==> config.mk <==
export PLATFORM = sky130hd
export DESIGN_NAME = cache_lookup_ctrl
export DESIGN_NICKNAME = d
export VERILOG_FILES = /design/src/rtl/cache_lookup_ctrl.sv
export SDC_FILE = /design/constraint.sdc
export NUM_CORES = 1
export LEC_CHECK = 0
export BUFFER_PORTS_ARGS = -buffer_cell sky130_fd_sc_hd__buf_2
export CAP_MARGIN = 5
export CORE_ASPECT_RATIO = 0.5
export CORE_MARGIN = 2
export CORE_UTILIZATION = 40
export CTS_CLUSTER_SIZE = 16
export DETAILED_ROUTE_END_ITERATION = 7
export GPL_TIMING_DRIVEN = 1
export PLACE_DENSITY = 0.72
export SLEW_MARGIN = 20
export SYNTH_ARGS = -nofsm -noshare
export SYNTH_HDL_FRONTEND = slang
export SYNTH_SLANG_ARGS = --single-unit
==> constraint.sdc <==
create_clock -name clock -period 2 [get_ports clock]
set_input_delay 0.4 -clock clock [delete_from_list [all_inputs] [get_ports clock]]
set_output_delay 0.4 -clock clock [all_outputs]
set_load 0.05 [all_outputs]
==> src/rtl/cache_lookup_ctrl.sv <==
// Cache search initiator: turns valid/ready lookup requests into search strobes
// for the 8-way test cache, with a WAIT watchdog and saturating hit/miss statistics.
module cache_lookup_ctrl #(
  parameter int ADDR_W  = 32,
  parameter int DATA_W  = 64,
  parameter int TAG_W   = 28,
  parameter int TIMEOUT = 15,
  parameter int CNT_W   = 16
) (
  input  logic              clock,
  input  logic              reset,
  input  logic              req_valid,
  output logic              req_ready,
  input  logic [ADDR_W-1:0] req_addr,
  output logic              resp_valid,
  input  logic              resp_ready,
  output logic              resp_hit,
  output logic              resp_timeout,
  output logic [DATA_W-1:0] resp_data,
  output logic [TAG_W-1:0]  resp_tag,
  output logic              search_cache,
  output logic [ADDR_W-1:0] address,
  input  logic              hit,
  input  logic              search_done,
  input  logic [DATA_W-1:0] data,
  input  logic [TAG_W-1:0]  tag_out,
  output logic [CNT_W-1:0]  hit_count,
  output logic [CNT_W-1:0]  miss_count,
  output logic              busy
);

  typedef enum logic [1:0] {
    ST_IDLE  = 2'd0,
    ST_ISSUE = 2'd1,
    ST_WAIT  = 2'd2,
    ST_RESP  = 2'd3
  } state_t;

  localparam logic [7:0]       TMO_LAST = 8'(TIMEOUT - 1);
  localparam logic [CNT_W-1:0] CNT_MAX  = {CNT_W{1'b1}};

  state_t              state_r;
  state_t              state_s;
  logic [ADDR_W-1:0]   address_r;
  logic                hit_seen_r;
  logic [7:0]          timer_r;
  logic                resp_hit_r;
  logic                resp_timeout_r;
  logic [DATA_W-1:0]   resp_data_r;
  logic [TAG_W-1:0]    resp_tag_r;
  logic [CNT_W-1:0]    hit_count_r;
  logic [CNT_W-1:0]    miss_count_r;

  // Handshake/strobe outputs are pure decodes of the state register.
  assign req_ready    = (state_r == ST_IDLE);
  assign busy         = (state_r != ST_IDLE);
  assign search_cache = (state_r == ST_ISSUE);
  assign resp_valid   = (state_r == ST_RESP);
  assign address      = address_r;
  assign resp_hit     = resp_hit_r;
  assign resp_timeout = resp_timeout_r;
  assign resp_data    = resp_data_r;
  assign resp_tag     = resp_tag_r;
  assign hit_count    = hit_count_r;
  assign miss_count   = miss_count_r;

  // State register.
  always_ff @(posedge clock or negedge reset) begin
    if (!reset) begin
      state_r <= ST_IDLE;
    end else begin
      state_r <= state_s;
    end
  end

  // Next-state logic; search_done wins over a coincident watchdog expiry.
  always_comb begin
    state_s = state_r;
    case (state_r)
      ST_IDLE: begin
        if (req_valid) state_s = ST_ISSUE;
        else           state_s = ST_IDLE;
      end
      ST_ISSUE: state_s = ST_WAIT;
      ST_WAIT: begin
        if (search_done)                state_s = ST_RESP;
        else if (timer_r == TMO_LAST)   state_s = ST_RESP;
        else                            state_s = ST_WAIT;
      end
      ST_RESP: begin
        if (resp_ready) state_s = ST_IDLE;
        else            state_s = ST_RESP;
      end
      default: state_s = ST_IDLE;
    endcase
  end

  // Datapath: address capture, sticky hit, watchdog, response fields, statistics.
  always_ff @(posedge clock or negedge reset) begin
    if (!reset) begin
      address_r      <= {ADDR_W{1'b0}};
      hit_seen_r     <= 1'b0;
      timer_r        <= 8'd0;
      resp_hit_r     <= 1'b0;
      resp_timeout_r <= 1'b0;
      resp_data_r    <= {DATA_W{1'b0}};
      resp_tag_r     <= {TAG_W{1'b0}};
      hit_count_r    <= {CNT_W{1'b0}};
      miss_count_r   <= {CNT_W{1'b0}};
    end else begin
      case (state_r)
        ST_IDLE: begin
          if (req_valid) begin
            address_r  <= req_addr;
            hit_seen_r <= 1'b0;
          end
        end
        ST_ISSUE: timer_r <= 8'd0;
        ST_WAIT: begin
          // The cache drops hit as search_done rises, so remember it.
          if (hit) hit_seen_r <= 1'b1;
          if (search_done) begin
            resp_hit_r     <= hit_seen_r | hit;
            resp_data_r    <= data;
            resp_tag_r     <= tag_out;
            resp_timeout_r <= 1'b0;
          end else if (timer_r == TMO_LAST) begin
            resp_timeout_r <= 1'b1;
            resp_hit_r     <= 1'b0;
            resp_data_r    <= {DATA_W{1'b0}};
            resp_tag_r     <= {TAG_W{1'b0}};
          end else begin
            timer_r <= timer_r + 8'd1;
          end
        end
        ST_RESP: begin
          if (resp_ready) begin
            if (resp_hit_r && (hit_count_r != CNT_MAX))
              hit_count_r <= hit_count_r + {{(CNT_W-1){1'b0}}, 1'b1};
            if (!resp_hit_r && !resp_timeout_r && (miss_count_r != CNT_MAX))
              miss_count_r <= miss_count_r + {{(CNT_W-1){1'b0}}, 1'b1};
          end
        end
        default: ;
      endcase
    end
  end

endmodule

==> results.md, run 1 <==
- CP arrival: 2230 ps
- Cell Area, Placed: 0.00852 mm^2
- Clock Tree Root: clkbuf_16
- Sequential-to-total area share from yosys stat: 63.3%
- GRT overflow: 0
- Netlist cell types: 39
- Num CTS Buffers: 17
- Vias per cell: 5.02
- First-pass GRT wire length: ~26000 um
- Clock buffer depth: 2
- Total core area: around 0.016 mm^2
- DR pass1 iterations: 4
- Pwr dens: about 1900 mW/mm^2
- Syn Inst Count: around 500
- Io pins: 292
- Final setup viols: 0
- Cell area after layout: 0.00913 mm^2
- Worst Setup Start Kind: flip-flop
- Antenna violations before repair: 0
- Chip height: 95.4 um
- Slew HR: 61.2%
- Register bit total from synthesis: 169
- CTS Sinks: 169
- Skew-Pair Late Insertion Delay: 410 ps
- Clock skew: ~20 ps
- Synthesized area: 0.00668 mm^2
- Slew Limit Fails: 0
- Total Wirelength: 17200 um
- DR WL/cell: ~17 um
- CTS tree: done
- Min Clock Period, post-route: 1930 ps
- Average size of a mapped cell: 13.5 um^2
- DRC marker count from the first detailed-route iteration: 292
- Total GRT Usage: a little under a fifth
- Via count: 5207
- Crit share post-route: ~96%
- Worst Path Max Fanout: 50
- Fin nets: 935
- Worst slew pin tran: 578 ps
- Fmax: 519 MHz
- Final ANT Viol Nets: 0
- Hold Crit Endpoint: resp_data[0]
- Fill count: 1395
- Vias in the first global route: 5066
- DRC violations left: 0
- Max IR drop VDD: 1.16 mV
- H-tree Lvls: 4
- Hold Crit Depth: 2
- Hold Vio Cnt, Final: 0
- N_diodes: 0
- Final HPWL DP: 12200 um
- Setup Crit Path Kind: flip-flop to flip-flop
- Die ar.: approximately 0.018 mm^2
- Worst r2r src: state_r[0]
- R2R setup slack: 70 ps
- R2R Path End: resp_data[46]
- Clock transition at the registers of the reported paths: 80 ps
- Max-cap violations: 0
- Worst Hold Launch: data[0]
- Req. time, crit path: 2300 ps
- # rows: 33
- Status: finished clean
- Area growth syn-to-layout: 36.7%
- Largest net degree at the start of global routing: 54
- LEAKAGE: 0.00486 uW
- IO Port Bufs: 291
- Synth warn: 0
- Total power: 17200 uW
- Crit path capture type: flip-flop
- Post-Syn Nets: 633
- GP Congestion: 0.769
- Register area: 0.00424 mm^2
- Worst reg-to-reg path cell count: 6
- Multi-input gate area: 0.00232 mm^2
- CP Launch Point: state_r[0]
- Min-Delay Path Class: input port to flip-flop
- Unrepaired setup endpoints after global routing: yes
- Share of cells above drive strength 1: 48.4%
- Die Wd: 187 um
- Initial Utilization: 40.8%
==> worst max-delay path, stage by stage (launching register included) <==
cell	delay, ps
dfrtp_1	410
inv_2	80
ha_2	170
or4b_4	480
o21a_4	250
buf_12	180
a22o_1	220
==> metal layers <==
layer  vias to the layer above  global-route usage (%)  part of all wire [%]  routed length (um)
met3                        16                    3.31                   2.9                 494
met1                      2659                    23.8                    44                7500
li1                       2431                       -                     -                   -
met2                       101                    31.7                    52                8960
met5                         -                       0                     0                   0
met4                         0                    6.15                   1.2                 201
==> cells in the mapped netlist, drive strengths merged <==
cell / count / share of area, %
a21boi: 1 / 0.11
mux2: 34 / 5.7
and4bb: 1 / 0.19
dfrtp: 169 / 63
nor4: 14 / 1.8
and4: 1 / 0.13
o211ai: 1 / 0.11
o21a: 2 / 0.22
nor3b: 1 / 0.11
nor2b: 3 / 0.28
buf: 8 / 0.92
a21oi: 2 / 0.15
a22o: 89 / 12
nor2: 7 / 0.39
o31ai: 4 / 0.45
or4b: 2 / 0.36
nand4: 12 / 1.2
nand2: 25 / 1.4
o21ai: 17 / 1.3
xnor2: 5 / 0.66
nand4b: 1 / 0.13
nand2b: 2 / 0.19
nand3: 12 / 0.90
inv: 7 / 0.39
nor3: 12 / 0.90
nand3b: 2 / 0.22
and2: 4 / 0.37
xor2: 25 / 3.3
ha: 8 / 1.5
o2111ai: 1 / 0.13
clkbuf: 18 / 1.0
o41ai: 1 / 0.13
or3: 4 / 0.37
==> state kept, by name, summed over array words and instances, names as in the netlist <==
register / count
resp_data: 64
state_r: 2
miss_count: 16
hit_seen_r: 1
resp_tag: 28
timer_r: 8
hit_count: 16
resp_timeout: 1
address: 32
resp_hit: 1
==> kinds of logic after synthesis <==
kind of cell,synth area share [%]
AO/OA/AOI/OAI,14.3
XOR/XNOR,3.93
adder cells (fa/ha/maj),1.50
buffers and inverters,2.32
flip-flops,63.3
multiplexers,5.73
AND/OR/NAND/NOR,8.94
==> worst max path at each step <==
stage          depth (start not counted)       endpoint  slack (ps)
2_1_floorplan                          5  hit_count[15]         -10
3_3_place_gp                           5  hit_count[15]         120
3_5_place_dp                           6  resp_data[12]         100
4_1_cts                                4           busy          60
5_1_grt                                5  hit_count[12]         -30
6_report                               6  resp_data[46]          70
==> per-stage QoR <==
step / setup TNS (ps) / setup slack (ps) / util [%] / hold slack, ps / cells
floorplan: -18.2 / -11.0 / - / 104 / 495
global placement: 0 / 124 / 52.1 / 316 / 1002
detailed placement: 0 / 96.6 / 52.1 / 320 / 1002
CTS: 0 / 64.5 / 55.6 / 186 / 1035
global route: -72.3 / -28.0 / 55.8 / 181 / 1037
finish: 0 / 72.9 / 55.8 / 203 / 1037
==> placed cells by master, fill, tap and decap left out, drive strengths merged, types with 3 or more instances in the layout <==
master,count
ha,8
or3,4
nor3,12
nand3,12
buf,307
mux2,34
clkbuf,18
clkinv,4
nor2b,3
xnor2,5
a22o,89
nor4,14
dfrtp,169
nand2,25
o21ai,17
nor2,7
nand4,12
and2,4
xor2,25
o31ai,4
inv,17
==> timing repair <==
action                     in CTS  in global routing
gates resized for setup         0                  3
setup endpoints to repair       0                  9
hold buffers                    1                  0
hold endpoints to repair       30                  0
buffers inserted                0                  2
==> area by class of cell <==
type                       instances  area share [%]
multi-input combinational        293            25.4
clock inverter                    15            1.60
sequential                       169            46.4
inverter                           7           0.288
clock buffer                      17            4.66
timing repair buffer             309            18.5
tap                              227            3.11
==> power by group <==
group	switching, uW	internal (uW)	leakage (uW)	total, uW
Combinational	6240	2310	0.00245	8550
Clock	1540	1670	0.000282	3210
Sequential	750	4710	0.00213	5460
Note: power is estimated with default switching activity, not from simulation.
==> run 2: changes to the inputs <==
ABC_AREA = 1   (was not set)
CORE_ASPECT_RATIO = 1.1   (was 0.5)
PLACE_DENSITY = 0.7   (was 0.72)
REMOVE_ABC_BUFFERS = 1   (was not set)
==> results.md, run 2 <==
- DRC marker count from the first detailed-route iteration: 329 (+13%)
- Worst slew pin tran: 412 ps (-166 ps)
- Setup Crit Path Kind: flip-flop to output port
- Slew Limit Fails: 0 (unchanged)
- Sequential-to-total area share from yosys stat: 55.5% (-7.9 points)
- Worst reg-to-reg path cell count: 7 (+1)
- Largest register FFs: 64 (unchanged)
- CTS Sinks: 169 (unchanged)
- Share of cells above drive strength 1: 29.3% (-19 points)
- Worst r2r src: state_r[0]
- Min-Delay Path Class: input port to flip-flop
- Max IR drop VDD: 1.28 mV (+10%)
- Largest net degree at the start of global routing: 91 (+69%)
- Cell area after layout: 0.0100 mm^2 (+9.7%)
- Post-synth EDFFs: 0 (unchanged)
- Clock skew: 13.1 ps (-7.45 ps)
- Crit path capture type: output port
- Die ar.: 0.0202 mm^2 (+13%)
- Clock transition at the registers of the reported paths: 70 ps (about the same)
- LEAKAGE: 0.00569 uW (+17%)
- Vias per cell: 4.74 (-5.5%)
- Req. time, crit path: 1600 ps (-700 ps)
- H-tree Lvls: 4 (unchanged)
- Crit share post-route: 95.5% (-0.86 points)
- Hold Crit Depth: 3 (+1)
- Total GRT Usage: 21.1% (+2.8 points)
- Final setup viols: 0 (unchanged)
- Netlist cell types: 32 (-18%)
- Most common cell after layout, fill and taps aside: nand2_1
- Initial Utilization: 41.1% (+0.27 points)
- Asr flop ratio synth: 100% (unchanged)
- Fin nets: 1358 (+45%)
- Via count: 7003 (+34%)
- Total core area: 0.0185 mm^2 (+13%)
- Register bit total from synthesis: 169 (unchanged)
- DRC violations left: 0 (unchanged)
- Chip height: 149 um (+56%)
- Total Wirelength: 20800 um (+21%)
- Fin cells: 1476 (+42%)
- R2R Path End: timer_r[7]
- Clock buffer depth: 2 (unchanged)
- Final HPWL DP: 15000 um (+23%)
- Die Wd: 136 um (-27%)
- Pwr dens: 1770 mW/mm^2 (-6.4%)
- CP arrival: 1510 ps (-720 ps)
- R2R setup slack: 320 ps (+250 ps)
- Io pins: 292 (unchanged)
- Num CTS Buffers: 17 (unchanged)
- Synth top cells by count: nand2_1, dfrtp_1, nand3_1
- Skew-Pair Late Insertion Delay: 430 ps (+20 ps)
- Max-cap violations: 0 (unchanged)
- Synthesized area: 0.00762 mm^2 (+14%)
- Syn Inst Count: 935 (+89%)
- GP Congestion: 0.878 (+14%)
- Setup repair bufs after CTS: 0 (unchanged)
- Most frequent cell after synthesis: nand2_1
- Top_reg_cell synth: dfrtp_1
- Hold Vio Cnt, Final: 0 (unchanged)
- Worst Setup Start Kind: flip-flop
- Crit path top cell by count: inv_1
- IO Port Bufs: 291 (unchanged)
- Clock Tree Root: clkbuf_16
- GRT overflow: 0 (unchanged)
- Placed insts: 1443 (+44%)
- Vias in the first global route: 6706 (+32%)
- Status: finished clean
- First-pass GRT wire length: 33800 um (+30%)
- Synth warn: 0 (unchanged)
- Synth area leader: dfrtp_1
- CTS tree: done
- Synth area leaders: dfrtp_1, nand2_1, nand3_1
- N_diodes: 0 (unchanged)
- Worst Path Max Fanout: 5 (-90%)
- Hold Crit Endpoint: address[10]
- DR pass1 iterations: 5 (+1)
- Fmax: 524 MHz (+0.90%)
- Synth top area share: 55.5% (-7.9 points)
- Unrepaired setup endpoints after global routing: no
- CP Cell Sequence: inv_1, ha_1, inv_1, buf_4
- Average size of a mapped cell: 8.15 um^2 (-40%)
- Min Clock Period, post-route: 1910 ps (-17.3 ps)
- # rows: 52 (+58%)
- DR WL/cell: 14.1 um (-15%)
- Commonest cells after routing, fill and taps aside: nand2_1, buf_2, dfrtp_1
- Antenna violations before repair: 0 (unchanged)
- Slew HR: 72.6% (+11 points)
- Max incr delay on CP: 410 ps (-70 ps)
- Cell Area, Placed: 0.00940 mm^2 (+10%)
- Final ANT Viol Nets: 0 (unchanged)
- Worst Hold Launch: req_addr[10]
- Slowest cell on the critical path: dfrtp_1
- Area growth syn-to-layout: 31.3%
- Util after Layout: 54.0% (-1.8 points)
-- run 2: worst max-delay path, delay by kind of cell, from the launching register on --
kind	cells	cell delay, ps
adders and majority gates	1	240
buffers and inverters	3	450
DFF	1	410
-- run 2: per-layer routing --
metal / wire length, um / share of wire, % / track usage [%] / vias up
li1: - / - / - / 3512
met1: 8650 / 42 / 27.4 / 3229
met2: 10100 / 48 / 33.5 / 242
met3: 1830 / 8.8 / 7.54 / 20
met4: 244 / 1.2 / 5.83 / 0
met5: 0 / 0 / 0 / -
-- run 2: cells by family after synthesis --
| logic type | Yosys count | share of synthesized area, % |
|---|---|---|
| and+or+nand+nor | 639 | 35.6 |
| DFF | 169 | 55.5 |
| buffers and inverters | 95 | 5.53 |
| AOI/OAI and AO/OA | 16 | 1.20 |
| xor gates and xnor gates | 8 | 0.919 |
| adders and majority gates | 8 | 1.31 |
-- run 2: worst max-delay path by stage --
stage	startpoint	to	slack (ps)	cells after the start
CTS	state_r[0]	busy	60	4
finish	state_r[1]	busy	90	4
global placement	state_r[0]	timer_r[7]	350	7
detailed placement	state_r[0]	timer_r[7]	300	7
floorplan	state_r[0]	resp_timeout	-1670	5
global route	state_r[1]	busy	0.3	4
-- run 2: what timing repair did --
item,in CTS,in global routing
endpoints found under the hold margin,30,0
hold buffers,1,0
gates resized for setup,1,0
endpoints found under the setup margin,1,0
-- run 2: final cells by class --
cell class,instances,area [um^2]
sequential,169,4230
multi-input combinational,671,2990
fill,1776,8530
tap,243,304
inverter,52,195
timing repair buffer,309,1690
clock buffer,18,429
clock inverter,14,176
-- run 2: power breakdown --
part | switching [uW] | leakage [uW] | internal [uW]
sequential | 763 | 0.00216 | 4700
combinational | 6900 | 0.00323 | 1930
clock | 1500 | 0.000299 | 1900
total | 9160 | 0.00569 | 8530
-- run 2: through the flow --
step	TNS [ps]	setup WS, ps	total power, uW	hold WS [ps]
6_report	0	90.1	17700	166
5_1_grt	0	0.333	18800	139
4_1_cts	0	56.8	17900	144
3_5_place_dp	0	301	14400	322
3_3_place_gp	0	352	14300	322
2_1_floorplan	-179100	-1670	11900	104
==> run 3: changes to the inputs <==
CORE_MARGIN = not set   (was 2)
==> results.md, run 3 (synthesized netlist as in run 2, its figures left out) <==
- Status: finished clean
- Clock skew: 17.6 ps (+4.48 ps)
- Worst Hold Launch: tag_out[3]
- Crit share post-route: 96.1% (+0.58 points)
- Total GRT Usage: 21.2% (+0.12 points)
- Total Wirelength: 20300 um (-2.2%)
- Die Wd: 134 um (-1.5%)
- Hold Crit Endpoint: resp_tag[3]
- P_sw: 9170 uW (+0.16%)
- IO Port Bufs: 291 (unchanged)
- GRT overflow: 0 (unchanged)
- P_int: 8430 uW (-1.2%)
- DR WL/cell: 13.7 um (-2.5%)
- Max incr delay on CP: 400 ps (about the same)
- Req. time, crit path: 1600 ps (about the same)
- Setup repair bufs after CTS: 0 (unchanged)
- H-tree Lvls: 4 (unchanged)
- Io pins: 292 (unchanged)
- Vias per cell: 4.78 (+0.80%)
- Area growth syn-to-layout: 31.5%
- Antenna violations before repair: 1 (+1)
- R2R setup slack: 320 ps (about the same)
- Net Sw Frac: 52.1% (+0.33 points)
- Clock power frac: 18.8% (-0.4 points)
- Final HPWL DP: 14700 um (-2.2%)
- Fmax: 520 MHz (-0.61%)
- Comb pwr share: 50.3% (+0.4 points)
- Initial Utilization: 41.1% (unchanged)
- Largest net degree at the start of global routing: 91 (unchanged)
- Setup Crit Path Kind: flip-flop to output port
- Total core area: 0.0185 mm^2 (unchanged)
- Final setup viols: 0 (unchanged)
- CP Cell Sequence: inv_1, ha_1, inv_1, buf_4
- Clock transition at the registers of the reported paths: 80 ps (about the same)
- Fin cells: 1481 (+0.34%)
- Cell Area, Placed: 0.00941 mm^2 (+0.11%)
- Via count: 7083 (+1.1%)
- Clock buffer depth: 2 (unchanged)
- Chip height: 147 um (-1.3%)
- Skew-Pair Late Insertion Delay: 430 ps (about the same)
- Min-Delay Path Class: input port to flip-flop
- Fin nets: 1361 (+0.22%)
- CTS Sinks: 169 (unchanged)
- Total power: 17600 uW (-0.48%)
- Worst slew pin tran: 516 ps (+105 ps)
- CP arrival: 1520 ps (about the same)
- Fill count: 1791 (+0.84%)
- Placed insts: 1446 (+0.21%)
- Worst reg-to-reg path cell count: 7 (unchanged)
- Min Clock Period, post-route: 1920 ps (+11.6 ps)
- Worst Setup Start Kind: flip-flop
- Clock Tree Root: clkbuf_16
- DR pass1 iterations: 4 (-1)
- R2R Path End: resp_tag[0]
- Hold Crit Depth: 3 (unchanged)
- Flop pwr share: 31.0% (about the same)
- Hold Vio Cnt, Final: 0 (unchanged)
- DP Worst Slack: 308 ps (+7.26 ps)
- # rows: 52 (unchanged)
- Vias in the first global route: 6736 (+0.45%)
- Commonest cells after routing, fill and taps aside: nand2_1, buf_2, dfrtp_1
- DRC marker count from the first detailed-route iteration: 326 (-0.91%)
- Largest register FFs: 64 (unchanged)
- DRC violations left: 0 (unchanged)
- Share of cells above drive strength 1: 29.5% (+0.25 points)
- Worst r2r src: state_r[0]
- First-pass GRT wire length: 33200 um (-1.8%)
- LEAKAGE: 0.00569 uW (about the same)
- Max-cap violations: 0 (unchanged)
- Cell area after layout: 0.0100 mm^2 (+0.15%)
- Max IR drop VDD: 1.04 mV (-19%)
- Num CTS Buffers: 17 (unchanged)
- Crit path capture type: output port
- CTS tree: done
- Worst Setup Slack, final: 78.5 ps (-11.6 ps)
- WHS: 162 ps (-3.33 ps)
- Slowest cell on the critical path: dfrtp_1
- Slew Limit Fails: 0 (unchanged)
- GP Congestion: 0.864 (-1.6%)
- Pwr dens: 1750 mW/mm^2 (-0.63%)
- Crit path top cell by count: inv_1
- Worst Path Max Fanout: 4 (-1)
- Unrepaired setup endpoints after global routing: no
- Slew HR: 65.6% (-7.0 points)
- Final ANT Viol Nets: 0 (unchanged)
- Die ar.: 0.0196 mm^2 (-2.8%)
- Most common cell after layout, fill and taps aside: nand2_1
## run 3: cell count changes in the layout (fill, tap and decap cells not counted)
cell | previous run | this run
buf_12 | 7 | 6
buf_4 | 11 | 15
bufinv_16 | 2 | 1
clkbuf_1 | 1 | 0
clkinv_2 | 1 | 0
clkinv_4 | 2 | 3
clkinv_8 | 1 | 3
clkinvlp_4 | 0 | 2
diode_2 | 0 | 2
inv_6 | 5 | 3
## run 3: critical path, delay by kind of cell (launching register included)
family                   cells  cell delay, ps
buffers and inverters        3             470
adder cells (fa/ha/maj)      1             250
flip-flops                   1             400
## run 3: timing repair
action / CTS / global route
endpoints found under the hold margin: 46 / 0
hold buffers: 1 / 0
gates resized for setup: 0 / 2
endpoints found under the setup margin: 0 / 1
## run 3: area by class of cell
type,instances,area [um^2],area share [%]
antenna,2,5.00,0.0499
clock buffer,17,425,4.24
clock inverter,15,180,1.80
inverter,52,195,1.95
multi-input combinational,671,2990,29.8
sequential,169,4230,42.2
tap,243,304,3.03
timing repair buffer,312,1700,17.0
## run 3: per-layer routing
metal,global-route usage (%),share of wire [%],wire [um]
met4,6.36,1.5,312
met2,34.0,48,9680
met3,6.38,8.1,1650
met5,0,0,0
met1,27.6,43,8700
## run 3: power groups by stage
stage	Clock (uW)	Combinational [uW]	Sequential [uW]
detailed placement	0	8940	5460
CTS	3390	8930	5450
finish	3300	8850	5450
floorplan	0	2140	9790
global route	3560	9450	5620
global placement	0	8810	5460
## run 3: worst max path at each step
stage	startpoint	end	cells after the start
floorplan	state_r[0]	resp_timeout	5
global placement	state_r[1]	miss_count[13]	9
detailed placement	state_r[0]	resp_data[23]	8
CTS	state_r[0]	busy	4
global route	state_r[0]	busy	4
finish	state_r[0]	busy	4
## run 3: stage by stage
step	setup TNS, ps	utilization (%)
finish	0	54.1
global route	0	54.1
CTS	0	54.0
detailed placement	0	50.7
global placement	0	50.7
floorplan	-179100	-
